**src/rtl/uart_bridge_pkg.sv**
```systemverilog
// Shared opcodes, status codes and FSM state encoding for the UART register bridge.
package uart_bridge_pkg;

  localparam logic [7:0] CMD_WR  = 8'h01;
  localparam logic [7:0] CMD_RD  = 8'h02;
  localparam logic [7:0] CMD_BWR = 8'h03;
  localparam logic [7:0] CMD_BRD = 8'h04;

  localparam logic [7:0] ST_OK      = 8'hA5;
  localparam logic [7:0] ST_BADCMD  = 8'hE1;
  localparam logic [7:0] ST_TIMEOUT = 8'hE2;
  localparam logic [7:0] ST_BADLEN  = 8'hE3;

  typedef enum logic [3:0] {
    StIdle,
    StAddr,
    StLen,
    StData,
    StBusWr,
    StBusRd,
    StRdWait,
    StTxStat,
    StTxData
  } state_e;

  function automatic logic is_valid_cmd(input logic [7:0] cmd);
    return (cmd == CMD_WR) || (cmd == CMD_RD) || (cmd == CMD_BWR) || (cmd == CMD_BRD);
  endfunction

  function automatic logic is_read_cmd(input logic [7:0] cmd);
    return (cmd == CMD_RD) || (cmd == CMD_BRD);
  endfunction

endpackage

```
**src/rtl/uart_bridge_timer.sv**
```systemverilog
// Inter-byte timeout: reloads on clear or when disabled, counts down while enabled.
module uart_bridge_timer #(
  parameter int unsigned TIMEOUT_CYC = 100000
) (
  input  logic clk,
  input  logic rst,
  input  logic clr_i,
  input  logic en_i,
  output logic expire_o
);

  localparam int unsigned CW = $clog2(TIMEOUT_CYC + 1);

  logic [CW-1:0] cnt_q;

  always_ff @(posedge clk) begin
    if (rst || clr_i || !en_i) begin
      cnt_q <= CW'(TIMEOUT_CYC - 1);
    end else if (cnt_q != '0) begin
      cnt_q <= cnt_q - CW'(1);
    end
  end

  // A clear in the expiry cycle wins, so a late-but-just-in-time byte is kept.
  assign expire_o = en_i && !clr_i && (cnt_q == '0);

endmodule

```
**src/rtl/uart_reg_bridge.sv**
```systemverilog
// UART byte stream to register bus command bridge with bursts, status bytes and timeout.
module uart_reg_bridge
  import uart_bridge_pkg::*;
#(
  parameter int unsigned ADDR_BYTES  = 1,
  parameter int unsigned DATA_BYTES  = 4,
  parameter int unsigned MAX_BURST   = 16,
  parameter int unsigned READ_LAT    = 1,
  parameter int unsigned TIMEOUT_CYC = 100000
) (
  input  logic                    clk,
  input  logic                    rst,
  input  logic                    rx_valid,
  input  logic [7:0]              rx_data,
  output logic                    tx_valid,
  input  logic                    tx_ready,
  output logic [7:0]              tx_data,
  output logic                    bus_cs,
  output logic                    bus_we,
  output logic [8*ADDR_BYTES-1:0] bus_addr,
  output logic [8*DATA_BYTES-1:0] bus_wdata,
  input  logic [8*DATA_BYTES-1:0] bus_rdata,
  output logic                    busy,
  output logic [7:0]              err_cnt
);

  localparam int unsigned AW = 8 * ADDR_BYTES;
  localparam int unsigned DW = 8 * DATA_BYTES;

  state_e        state_q;
  logic [7:0]    cmd_q;
  logic [7:0]    words_q;
  logic [7:0]    tx_data_q;
  logic [7:0]    err_cnt_q;
  logic [AW-1:0] addr_q;
  logic [DW-1:0] wdata_q;
  logic [DW-1:0] rdata_q;
  logic [2:0]    byte_cnt_q;
  logic [1:0]    lat_cnt_q;
  logic          first_q;
  logic          tx_valid_q;
  logic          bus_cs_q;
  logic          bus_we_q;

  logic          tmr_en;
  logic          tmr_expire;
  logic          tx_acc;
  logic [AW-1:0] addr_shift;
  logic [DW-1:0] wdata_shift;

  assign tmr_en = (state_q == StAddr) || (state_q == StLen) || (state_q == StData);
  assign tx_acc = tx_valid_q && tx_ready;

  // Fields arrive LSB first: shift each new byte in from the top.
  assign addr_shift  = (addr_q >> 8) | (AW'(rx_data) << (AW - 8));
  assign wdata_shift = (wdata_q >> 8) | (DW'(rx_data) << (DW - 8));

  uart_bridge_timer #(
    .TIMEOUT_CYC(TIMEOUT_CYC)
  ) u_timer (
    .clk     (clk),
    .rst     (rst),
    .clr_i   (rx_valid),
    .en_i    (tmr_en),
    .expire_o(tmr_expire)
  );

  always_ff @(posedge clk) begin
    if (rst) begin
      state_q    <= StIdle;
      cmd_q      <= '0;
      words_q    <= '0;
      tx_data_q  <= '0;
      err_cnt_q  <= '0;
      addr_q     <= '0;
      wdata_q    <= '0;
      rdata_q    <= '0;
      byte_cnt_q <= '0;
      lat_cnt_q  <= '0;
      first_q    <= 1'b0;
      tx_valid_q <= 1'b0;
      bus_cs_q   <= 1'b0;
      bus_we_q   <= 1'b0;
    end else begin
      unique case (state_q)
        StIdle: begin
          if (rx_valid) begin
            cmd_q      <= rx_data;
            byte_cnt_q <= '0;
            if (is_valid_cmd(rx_data)) begin
              state_q <= StAddr;
            end else begin
              tx_data_q  <= ST_BADCMD;
              tx_valid_q <= 1'b1;
              state_q    <= StTxStat;
            end
          end
        end
        StAddr: begin
          if (rx_valid) begin
            addr_q <= addr_shift;
            if (byte_cnt_q == 3'(ADDR_BYTES - 1)) begin
              byte_cnt_q <= '0;
              words_q    <= 8'd1;
              first_q    <= 1'b1;
              case (cmd_q)
                CMD_WR: state_q <= StData;
                CMD_RD: begin
                  state_q  <= StBusRd;
                  bus_cs_q <= 1'b1;
                  bus_we_q <= 1'b0;
                end
                default: state_q <= StLen;
              endcase
            end else begin
              byte_cnt_q <= byte_cnt_q + 3'd1;
            end
          end
        end
        StLen: begin
          if (rx_valid) begin
            if (rx_data == 8'd0 || rx_data > 8'(MAX_BURST)) begin
              tx_data_q  <= ST_BADLEN;
              tx_valid_q <= 1'b1;
              state_q    <= StTxStat;
            end else begin
              words_q <= rx_data;
              if (cmd_q == CMD_BWR) begin
                state_q <= StData;
              end else begin
                state_q  <= StBusRd;
                bus_cs_q <= 1'b1;
                bus_we_q <= 1'b0;
              end
            end
          end
        end
        StData: begin
          if (rx_valid) begin
            wdata_q <= wdata_shift;
            if (byte_cnt_q == 3'(DATA_BYTES - 1)) begin
              byte_cnt_q <= '0;
              state_q    <= StBusWr;
              bus_cs_q   <= 1'b1;
              bus_we_q   <= 1'b1;
            end else begin
              byte_cnt_q <= byte_cnt_q + 3'd1;
            end
          end
        end
        StBusWr: begin
          bus_cs_q <= 1'b0;
          bus_we_q <= 1'b0;
          addr_q   <= addr_q + AW'(1);
          words_q  <= words_q - 8'd1;
          if (words_q != 8'd1) begin
            state_q <= StData;
          end else begin
            tx_data_q  <= ST_OK;
            tx_valid_q <= 1'b1;
            state_q    <= StTxStat;
          end
        end
        StBusRd: begin
          bus_cs_q  <= 1'b0;
          lat_cnt_q <= '0;
          state_q   <= StRdWait;
        end
        StRdWait: begin
          if (lat_cnt_q == 2'(READ_LAT - 1)) begin
            tx_valid_q <= 1'b1;
            byte_cnt_q <= '0;
            if (first_q) begin
              // Status goes out first; the captured word waits in rdata_q.
              first_q   <= 1'b0;
              rdata_q   <= bus_rdata;
              tx_data_q <= ST_OK;
              state_q   <= StTxStat;
            end else begin
              rdata_q   <= bus_rdata >> 8;
              tx_data_q <= bus_rdata[7:0];
              state_q   <= StTxData;
            end
          end else begin
            lat_cnt_q <= lat_cnt_q + 2'd1;
          end
        end
        StTxStat: begin
          if (tx_acc) begin
            if (tx_data_q == ST_OK && is_read_cmd(cmd_q)) begin
              tx_data_q  <= rdata_q[7:0];
              rdata_q    <= rdata_q >> 8;
              byte_cnt_q <= '0;
              state_q    <= StTxData;
            end else begin
              tx_valid_q <= 1'b0;
              state_q    <= StIdle;
              if (tx_data_q[7:4] == 4'hE && err_cnt_q != 8'hFF) begin
                err_cnt_q <= err_cnt_q + 8'd1;
              end
            end
          end
        end
        StTxData: begin
          if (tx_acc) begin
            if (byte_cnt_q == 3'(DATA_BYTES - 1)) begin
              tx_valid_q <= 1'b0;
              byte_cnt_q <= '0;
              addr_q     <= addr_q + AW'(1);
              words_q    <= words_q - 8'd1;
              if (words_q != 8'd1) begin
                state_q  <= StBusRd;
                bus_cs_q <= 1'b1;
                bus_we_q <= 1'b0;
              end else begin
                state_q <= StIdle;
              end
            end else begin
              tx_data_q  <= rdata_q[7:0];
              rdata_q    <= rdata_q >> 8;
              byte_cnt_q <= byte_cnt_q + 3'd1;
            end
          end
        end
        default: state_q <= StIdle;
      endcase

      // Only fires in ADDR/LEN/DATA with no byte this cycle; unfinished word is dropped.
      if (tmr_expire) begin
        tx_data_q  <= ST_TIMEOUT;
        tx_valid_q <= 1'b1;
        state_q    <= StTxStat;
      end
    end
  end

  assign tx_valid  = tx_valid_q;
  assign tx_data   = tx_data_q;
  assign bus_cs    = bus_cs_q;
  assign bus_we    = bus_we_q;
  assign bus_addr  = addr_q;
  assign bus_wdata = wdata_q;
  assign busy      = (state_q != StIdle);
  assign err_cnt   = err_cnt_q;

endmodule

```
**config.mk**
```make
export PLATFORM = sky130hd
export DESIGN_NAME = uart_reg_bridge
export DESIGN_NICKNAME = d
export VERILOG_FILES = /design/src/rtl/uart_bridge_pkg.sv /design/src/rtl/uart_bridge_timer.sv /design/src/rtl/uart_reg_bridge.sv
export SDC_FILE = /design/constraint.sdc
export NUM_CORES = 1
export LEC_CHECK = 0
export BUFFER_PORTS_ARGS = -buffer_cell sky130_fd_sc_hd__buf_2
export CORE_MARGIN = 2
export CORE_UTILIZATION = 60
export CTS_CLUSTER_SIZE = 40
export DETAILED_ROUTE_END_ITERATION = 8
export PLACE_DENSITY = 0.83
export SKIP_CTS_REPAIR_TIMING = 1
export SYNTH_ARGS = -nofsm -noshare
export SYNTH_HDL_FRONTEND = slang
export SYNTH_SLANG_ARGS = --single-unit
```
**constraint.sdc**
```tcl
create_clock -name clk -period 6.1 [get_ports clk]
set_clock_uncertainty 0.2 [all_clocks]
set_input_delay 1.22 -clock clk [delete_from_list [all_inputs] [get_ports clk]]
set_output_delay 1.22 -clock clk [all_outputs]
set_load 0.03 [all_outputs]
```
==> results of run 1 <==
cells in the mapped netlist, drive strengths merged, types with 9 or more instances:
library cell	instances
nand2	166
dfxtp	134
a21oi	101
nor2	63
clkbuf	60
mux2i	39
o21ai	32
nor3	27
o211ai	25
nand2b	14
a211oi	13
inv	13
nand3	13
nand4	12
or3	12
xor2	12
ha	11
xnor2	11
nor4	9
stage by stage:
| step | power [mW] | hold WS, ps | setup WS, ps | std cells |
|---|---|---|---|---|
| floorplan | 2.052 | 232.1 | 2933 | 872 |
| global placement | 2.321 | 240.6 | 2578 | 1062 |
| detailed placement | 2.336 | 243.9 | 2537 | 1062 |
| CTS | 3.306 | 251.6 | 2661 | 1094 |
| global route | 3.500 | 268.4 | 2359 | 1094 |
| finish | 3.321 | 249.0 | 2603 | 1094 |
cell families after synthesis:
kind of cell | Yosys count | share of synthesized area, %
AOI/OAI and AO/OA | 221 | 20.01
muxes | 40 | 5.850
adders and majority gates | 11 | 2.005
xor gates and xnor gates | 23 | 2.934
DFF | 134 | 39.07
and+or+nand+nor | 367 | 25.84
buffers and inverters | 76 | 4.283
worst min path at each step:
stage	start	endpoint	slack, ps	cells past startpoint
floorplan	rdata_q[24]$_SDFFE_PP0P_	rdata_q[24]$_SDFFE_PP0P_	230	2
finish	rdata_q[31]$_SDFFE_PP0P_	rdata_q[31]$_SDFFE_PP0P_	250	2
global route	rdata_q[27]$_SDFFE_PP0P_	rdata_q[27]$_SDFFE_PP0P_	270	2
CTS	rdata_q[24]$_SDFFE_PP0P_	rdata_q[24]$_SDFFE_PP0P_	250	2
detailed placement	rdata_q[24]$_SDFFE_PP0P_	rdata_q[24]$_SDFFE_PP0P_	240	2
global placement	rdata_q[27]$_SDFFE_PP0P_	rdata_q[27]$_SDFFE_PP0P_	240	2
registers in the layout, summed over array words and instances (netlist names):
name,count
bus_wdata,32
rdata_q,32
u_timer.cnt_q,17
bus_addr,8
cmd_q,8
err_cnt,8
tx_data,8
words_q,8
state_q,4
byte_cnt_q,3
lat_cnt_q,2
bus_cs,1
bus_we,1
first_q,1
tx_valid,1
per-layer routing:
layer / GRT usage, % / wire (um)
met5: 0 / 0
met4: 11.08 / 406
met3: 7.053 / 1276
met2: 44.13 / 8174
met1: 38.15 / 7738
where the power goes:
group / leakage [nW] / switching [mW] / internal, mW
sequential: 1.09 / 0.159 / 0.989
combinational: 1.67 / 0.758 / 0.445
clock: 0.260 / 0.392 / 0.579
total: 3.02 / 1.31 / 2.01
cell type report:
type | instances | area, um^2 | area share, %
clock buffers | 20 | 456.7 | 5.753
clock inverters | 12 | 103.9 | 1.308
inverters | 13 | 48.80 | 0.6147
multi-input cells | 662 | 3896 | 49.08
flip-flops and latches | 134 | 2684 | 33.81
well taps | 143 | 178.9 | 2.254
repair buffers | 110 | 570.5 | 7.187
worst reg2reg max path, cell delays in order, from the launching register on:
cell and delay (ps):
dfxtp_1 770, or4b_1 370, nand2_1 240, a21oi_1 410
and3_1 1000, nand4_1 230, a21oi_1 200
==> impl_metrics.py, run 1 <==
metrics = {
    "outcome": {
        "outcome": "complete, no violations",
    },
    "route": {
        "final_antenna_net_count": 0,
        "drc": 0,
        "avgRoutedWirePerCell_um": 16.08,
        "via_count": 6542,
        "dr.pass1.iters": 5,
        "drtIter0Drc": 558,
        "via_per_inst": 5.980,
        "routed_wl_um": 17600,
    },
    "placed_design": {
        "gp_congestion": 0.9608,
        "postPlaceCellArea_um2": 7378,
        "port_buffers": 103,
        "dp_hpwl_um": 11580,
    },
    "layout": {
        "nets": 993,
        "drive_gt1_share_pct": 16.82,
        "mostFrequentLayoutCells": "nand2_1 (166), dfxtp_1 (133), buf_2 (102), a21oi_1 (101), nor2_1 (62)",
        "final_core_util_pct": 70.43,
        "diodes": 0,
        "nFillCells": 913,
        "synthToLayoutAreaGrowth_pct": 15.64,
        "final_common_cell": "nand2_1",
        "final_area_um2": 7939,
    },
    "grt": {
        "grt_util_all_layers_pct": 28.39,
        "grt_pass1_wl_um": 29360,
        "grt_max_degree": 66,
        "antenna_found_initial": 0,
        "grt_overflow": 0,
        "grt_pass1_vias": 5994,
    },
    "setup_path": {
        "r2r_start": "state_q[0]$_SDFFE_PP0P_",
        "setup.worst_path.class": "reg2reg",
        "max_stage_delay_ps": 1000,
        "cp_num_buf_inv": 0,
        "endpoint": "rdata_q[25]$_SDFFE_PP0P_",
        "cp_slowest_cell": "and3_1",
        "crit_cells": 6,
        "crit_arrival_ps": 3640,
        "r2r_end": "rdata_q[25]$_SDFFE_PP0P_",
        "startpoint_type": "flop",
        "cp_common_cell": "a21oi_1",
        "crit_family": "simple AND/OR/NAND/NOR gates",
        "end_kind": "flop",
        "cp_max_fo": 32,
        "r2r_setup_slack_ps": 2600,
        "path_cells": "or4b_1, nand2_1, a21oi_1, and3_1, nand4_1, a21oi_1",
        "worstRegToRegCells": 6,
        "crit_required_ps": 6250,
        "crit_start": "state_q[0]$_SDFFE_PP0P_",
    },
    "logic_synthesis": {
        "synthTopCellsByArea": "dfxtp_1 (39%), nand2_1 (9.1%), a21oi_1 (7.4%)",
        "seq_area_frac_synth_pct": 39.07,
        "syn_area_um2": 6865,
        "avgSynthCellArea_um2": 7.873,
        "ys_ff_latch": 134,
        "synth_edf_count": 0,
        "async_reset_ff_share_pct": 0,
        "synth_top_area_share_pct": 39.07,
        "synth_top_area_cell": "dfxtp_1",
        "synthesis.nets": 927,
        "synth.distinct_cells": 63,
        "ys.flop_type": "dfxtp_1",
        "syn_inst": 872,
        "yosysWarnings": 0,
    },
    "clock_tree": {
        "clkSinkCount": 134,
        "worstSkewPairLatency_ps": 420,
        "numCtsBuffers": 17,
        "root_buffer": "clkbuf_16",
        "cts_buffer_depth": 2,
        "cts_tree": "yes",
        "cts.clk_slew.worst_paths_ps": 60,
        "ctsHtreeMaxLevel": 4,
    },
    "timing": {
        "period_needed_ps": 3497,
        "finalHoldViolations": 0,
        "fmaxAchievable_mhz": 286.0,
        "fin_setup_tns_ps": 0,
        "max_slew.worst_pin.slew_ps": 1199,
        "rsz0062_at_grt": "false",
        "relSlewSlack_pct": 18.97,
        "timing.final.crit_share_pct": 57.32,
        "maxSlewViolCount": 0,
        "setup_viol": 0,
    },
    "power": {
        "power.leakage_nw": 3.019,
        "power_density_nw_per_um2": 418.3,
        "irDropWorstVdd_v": 0.0004801,
    },
    "floorplanning": {
        "fp.dieH_um": 111.0,
        "die_area_um2": 12310,
        "start_util_pct": 60.91,
        "core_area_um2": 11270,
        "die_x_um": 111.0,
        "pin_count": 104,
        "num_rows": 39,
    },
    "hold_path": {
        "hp-class": "reg2reg",
    },
    "run": {
        "maxCapViolCount": 0,
    },
}
Note: power is estimated with default switching activity, not from simulation.
==> run 2: changes to the inputs <==
Settings changed: CORE_UTILIZATION 60 to 57, PLACE_DENSITY 0.83 to 0.8.
Clock period 6.1 ns to 3.5 ns, I/O delays scaled along.
==> impl_metrics.py, run 2 (synthesis gave the netlist of run 1 again) <==
metrics = {
    "outcome": {
        "outcome": "complete, no violations",
    },
    "floorplanning": {
        "fp.dieH_um": 113.7,
        "core_area_um2": 11860,
        "start_util_pct": 57.88,
        "die_area_um2": 12940,
        "pin_count": 104,
        "num_rows": 40,
        "die_x_um": 113.7,
    },
    "timing": {
        "max_slew.worst_pin.slew_ps": 1041,
        "timing.final.crit_share_pct": 83.06,
        "fin_setup_tns_ps": 0,
        "finalHoldViolations": 0,
        "setup_viol": 0,
        "period_needed_ps": 2907,
        "rsz0062_at_grt": "false",
        "relSlewSlack_pct": 30.62,
        "fmaxAchievable_mhz": 344.0,
        "maxSlewViolCount": 0,
    },
    "placed_design": {
        "port_buffers": 103,
        "gp_congestion": 0.9564,
        "dp_hpwl_um": 12010,
        "post-place-cells": 1081,
        "postPlaceCellArea_um2": 7496,
    },
    "clock_tree": {
        "worstSkewPairLatency_ps": 420,
        "cts.clk_slew.worst_paths_ps": 60,
        "ctsHtreeMaxLevel": 4,
        "numCtsBuffers": 17,
        "clkSinkCount": 134,
        "cts_buffer_depth": 2,
        "cts_tree": "yes",
        "root_buffer": "clkbuf_16",
    },
    "layout": {
        "final_area_um2": 8113,
        "final_common_cell": "nand2_1",
        "ff_latch_area_um2": 2684,
        "instances_no_fill": 1113,
        "mostFrequentLayoutCells": "nand2_1 (166), dfxtp_1 (133), buf_2 (102), a21oi_1 (101), nor2_1 (62)",
        "drive_gt1_share_pct": 18.01,
        "multiInputGateArea_um2": 3896,
        "nets": 1008,
        "diodes": 0,
        "synthToLayoutAreaGrowth_pct": 18.17,
        "nFillCells": 989,
    },
    "run": {
        "maxCapViolCount": 0,
    },
    "power": {
        "power.leakage_nw": 3.129,
        "power_density_nw_per_um2": 741.5,
        "irDropWorstVdd_v": 0.0003894,
    },
    "grt": {
        "grt_pass1_vias": 6154,
        "grt_overflow": 0,
        "antenna_found_initial": 0,
        "grt_max_degree": 48,
        "grt_pass1_wl_um": 29770,
        "grt_util_all_layers_pct": 28.04,
    },
    "route": {
        "routed_wl_um": 17680,
        "drc": 0,
        "final_antenna_net_count": 0,
        "dr.pass1.iters": 5,
        "via_count": 6705,
        "avgRoutedWirePerCell_um": 15.89,
        "via_per_inst": 6.024,
        "drtIter0Drc": 504,
    },
    "hold_path": {
        "hp-class": "reg2reg",
    },
    "setup_path": {
        "end_kind": "output pin",
        "r2r_setup_slack_ps": 710,
        "cp_max_fo": 28,
        "setup.worst_path.class": "reg2out",
        "crit_arrival_ps": 2010,
        "crit_required_ps": 2600,
        "startpoint_type": "flop",
    },
}
-- run 2: area by class of cell --
type,count,share of cell area (%)
multi-input cells,662,48.03
clock buffers,26,6.524
inverters,13,0.6015
well taps,147,2.267
repair buffers,125,8.421
clock inverters,6,1.080
flip-flops and latches,134,33.08
-- run 2: power breakdown --
group	internal (mW)	switching [mW]	total [mW]
clock network	1.18	0.649	1.83
registers	1.72	0.252	1.97
logic	0.841	1.37	2.21
total	3.74	2.27	6.02
-- run 2: worst max-delay path, stage by stage, from the launching register on --
cell and delay, ps:
dfxtp_1 320, buf_4 220, nor2_1 570, nand2_1 230, buf_2 240
-- run 2: per-stage QoR --
step           hold slack [ps]  power (mW)  setup WS (ps)  util (%)
3_5_place_dp             244.1       4.160          526.6     63.20
4_1_cts                  251.6       6.001          650.0     68.40
6_report                 249.6       6.016          593.0     68.40
2_1_floorplan            232.1       3.577          815.6         -
3_3_place_gp             239.5       4.139          570.9     63.20
5_1_grt                  268.8       6.351          494.8     68.40
-- run 2: path summary, 6_finish.rpt --
path | cells after the start | to | from
setup reg to reg | 6 | byte_cnt_q[1]$_SDFFE_PP0P_ | state_q[2]$_SDFFE_PP0P_
hold reg to reg | 2 | rdata_q[26]$_SDFFE_PP0P_ | rdata_q[26]$_SDFFE_PP0P_
setup / recovery | 4 | busy | state_q[1]$_SDFFE_PP0P_
hold / removal | 2 | rdata_q[26]$_SDFFE_PP0P_ | rdata_q[26]$_SDFFE_PP0P_
-- run 2: routing by layer --
layer | up-vias | share of wire (%) | global-route usage (%)
li1 | 3287 | - | -
met1 | 3128 | 45 | 37.86
met2 | 242 | 46 | 42.67
met3 | 48 | 6.2 | 6.695
met4 | 0 | 2.4 | 12.93
met5 | - | 0 | 0
==> run 3: changes to the inputs <==
Settings changed: ABC_AREA from default to 1, CORE_UTILIZATION 57 to 52, PLACE_DENSITY 0.8 to 0.76.
Clock period 3.5 ns to 2.5 ns, I/O delays scaled along.
==> impl_metrics.py, run 3 <==
metrics = {
    "outcome": {
        "outcome": "complete, no violations",
    },
    "logic_synthesis": {
        "syn_area_um2": 7201,
        "synthTopCellsByArea": "dfxtp_1 (37%), nand2_1 (13%), o21ai_0 (7.8%)",
        "post-synth-top-count-cell": "nand2_1",
        "ys.flop_type": "dfxtp_1",
        "synth_top_area_cell": "dfxtp_1",
        "ys_ff_latch": 134,
        "synthesis.nets": 1160,
        "synthTopCellsByCount": "nand2_1 (252), nor2_1 (137), dfxtp_1 (134), inv_1 (120), o21ai_0 (112)",
        "syn_inst": 1105,
        "avgSynthCellArea_um2": 6.516,
        "synth.distinct_cells": 42,
        "seq_area_frac_synth_pct": 37.25,
        "async_reset_ff_share_pct": 0,
        "yosysWarnings": 0,
        "synth_top_area_share_pct": 37.25,
        "synth_edf_count": 0,
    },
    "floorplanning": {
        "start_util_pct": 53.73,
        "pin_count": 104,
        "fp.dieH_um": 121.7,
        "num_rows": 42,
        "die_x_um": 121.7,
        "core_area_um2": 13400,
        "die_area_um2": 14800,
    },
    "timing": {
        "maxSlewViolCount": 0,
        "fin_setup_tns_ps": 0,
        "max_slew.worst_pin.slew_ps": 691.7,
        "fin_hold_ws_ps": 143.1,
        "fmaxAchievable_mhz": 440.7,
        "period_needed_ps": 2269,
        "finalHoldViolations": 0,
        "timing.final.crit_share_pct": 90.77,
        "relSlewSlack_pct": 53.84,
        "rsz0062_at_grt": "false",
        "setup_viol": 0,
    },
    "placed_design": {
        "gp_congestion": 0.9469,
        "port_buffers": 103,
        "dp_hpwl_um": 13490,
    },
    "clock_tree": {
        "cts_buffer_depth": 2,
        "root_buffer": "clkbuf_16",
        "cts_tree": "yes",
        "numCtsBuffers": 17,
        "ctsHtreeMaxLevel": 4,
        "cts.clk_slew.worst_paths_ps": 70,
        "clkSinkCount": 134,
        "worstSkewPairLatency_ps": 430,
    },
    "route": {
        "avgRoutedWirePerCell_um": 13.82,
        "dr.pass1.iters": 5,
        "routed_wl_um": 19140,
        "via_count": 7395,
        "final_antenna_net_count": 0,
        "drc": 0,
        "drtIter0Drc": 604,
        "via_per_inst": 5.339,
    },
    "grt": {
        "grt_pass1_vias": 6664,
        "grt_util_met3_pct": 4.728,
        "grt_max_degree": 54,
        "grtUsageMet2_pct": 42.94,
        "grt_pass1_wl_um": 31670,
        "grt_overflow": 0,
        "grt.met1_usage_pct": 36.06,
        "grt_util_all_layers_pct": 26.61,
        "gr-max-usage-layer": "met2",
        "antenna_found_initial": 0,
    },
    "setup_path": {
        "crit_required_ps": 2620,
        "setup.worst_path.class": "reg2reg",
        "startpoint_type": "flop",
        "cp_max_fo": 14,
        "end_kind": "flop",
        "crit_arrival_ps": 2390,
    },
    "power": {
        "power.leakage_nw": 3.796,
        "power_density_nw_per_um2": 1012,
        "irDropWorstVdd_v": 0.0006019,
    },
    "run": {
        "maxCapViolCount": 0,
    },
    "layout": {
        "mostFrequentLayoutCells": "nand2_1 (252), nor2_1 (136), dfxtp_1 (134), inv_1 (120), o21ai_0 (112)",
        "nets": 1251,
        "synthToLayoutAreaGrowth_pct": 17.20,
        "diodes": 0,
        "drive_gt1_share_pct": 14.81,
        "final_common_cell": "nand2_1",
    },
    "hold_path": {
        "hp-class": "in2reg",
    },
}
## run 3: cell families after synthesis
family                     Yosys count  share of synthesized area (%)
and+or+nand+nor                    523                          31.05
AOI/OAI and AO/OA                  242                          17.86
buffers and inverters              174                          9.366
DFF                                134                          37.25
xor gates and xnor gates            21                          2.554
adders and majority gates           11                          1.911
## run 3: cell type report
type | count | area (um^2)
fillers | 1293 | 4961
multi-input cells | 797 | 3846
flip-flops and latches | 134 | 2683
repair buffers | 119 | 660.6
inverters | 127 | 476.7
clock buffers | 18 | 439.2
well taps | 176 | 220.2
clock inverters | 14 | 113.9
## run 3: worst paths after layout
| kind | startpoint | end | slack, ps | depth (start not counted) |
|---|---|---|---|---|
| setup / recovery | state_q[0]$_SDFFE_PP0P_ | tx_data[3]$_SDFFE_PP0P_ | 230 | 11 |
| hold / removal | bus_rdata[27] | rdata_q[27]$_SDFFE_PP0P_ | 140 | 3 |
| setup reg to reg | state_q[0]$_SDFFE_PP0P_ | tx_data[3]$_SDFFE_PP0P_ | 230 | 11 |
| hold reg to reg | rdata_q[26]$_SDFFE_PP0P_ | rdata_q[26]$_SDFFE_PP0P_ | 240 | 2 |
## run 3: power by group
part	switching [mW]	internal, mW
registers	0.248	2.51
clock network	1.04	1.31
logic	2.34	1.09
total	3.63	4.91
## run 3: metal layers
layer  routed length (um)  vias to the layer above  part of all wire [%]
met2                 8865                      216                    46
met1                 8921                     3356                    47
li1                     -                     3791                     -
met3                 1001                       32                   5.2
met5                    0                        -                     0
met4                  350                        0                   1.8
## run 3: stage by stage
step	power (mW)	instances	util [%]	worst slack (ps)	instance area, um^2
after floorplan	5.368	1105	-	509.7	7201
after global placement	6.131	1353	58.85	290.3	7886
after detailed placement	6.171	1353	58.85	283.5	7886
after CTS	8.525	1385	62.98	250.0	8439
after global routing	9.199	1385	62.98	6.378	8439
final	8.540	1385	62.98	230.7	8439
## run 3: critical path, stage by stage, from the launching register on
cell and delay, ps:
dfxtp_1 520, nand2_2 150, inv_1 90, nand2_2 100
nand2_4 200, inv_2 50, o21ai_0 90, nand2_1 100
nor2_1 100, nand2_1 240, o21ai_0 260, nor2_1 60
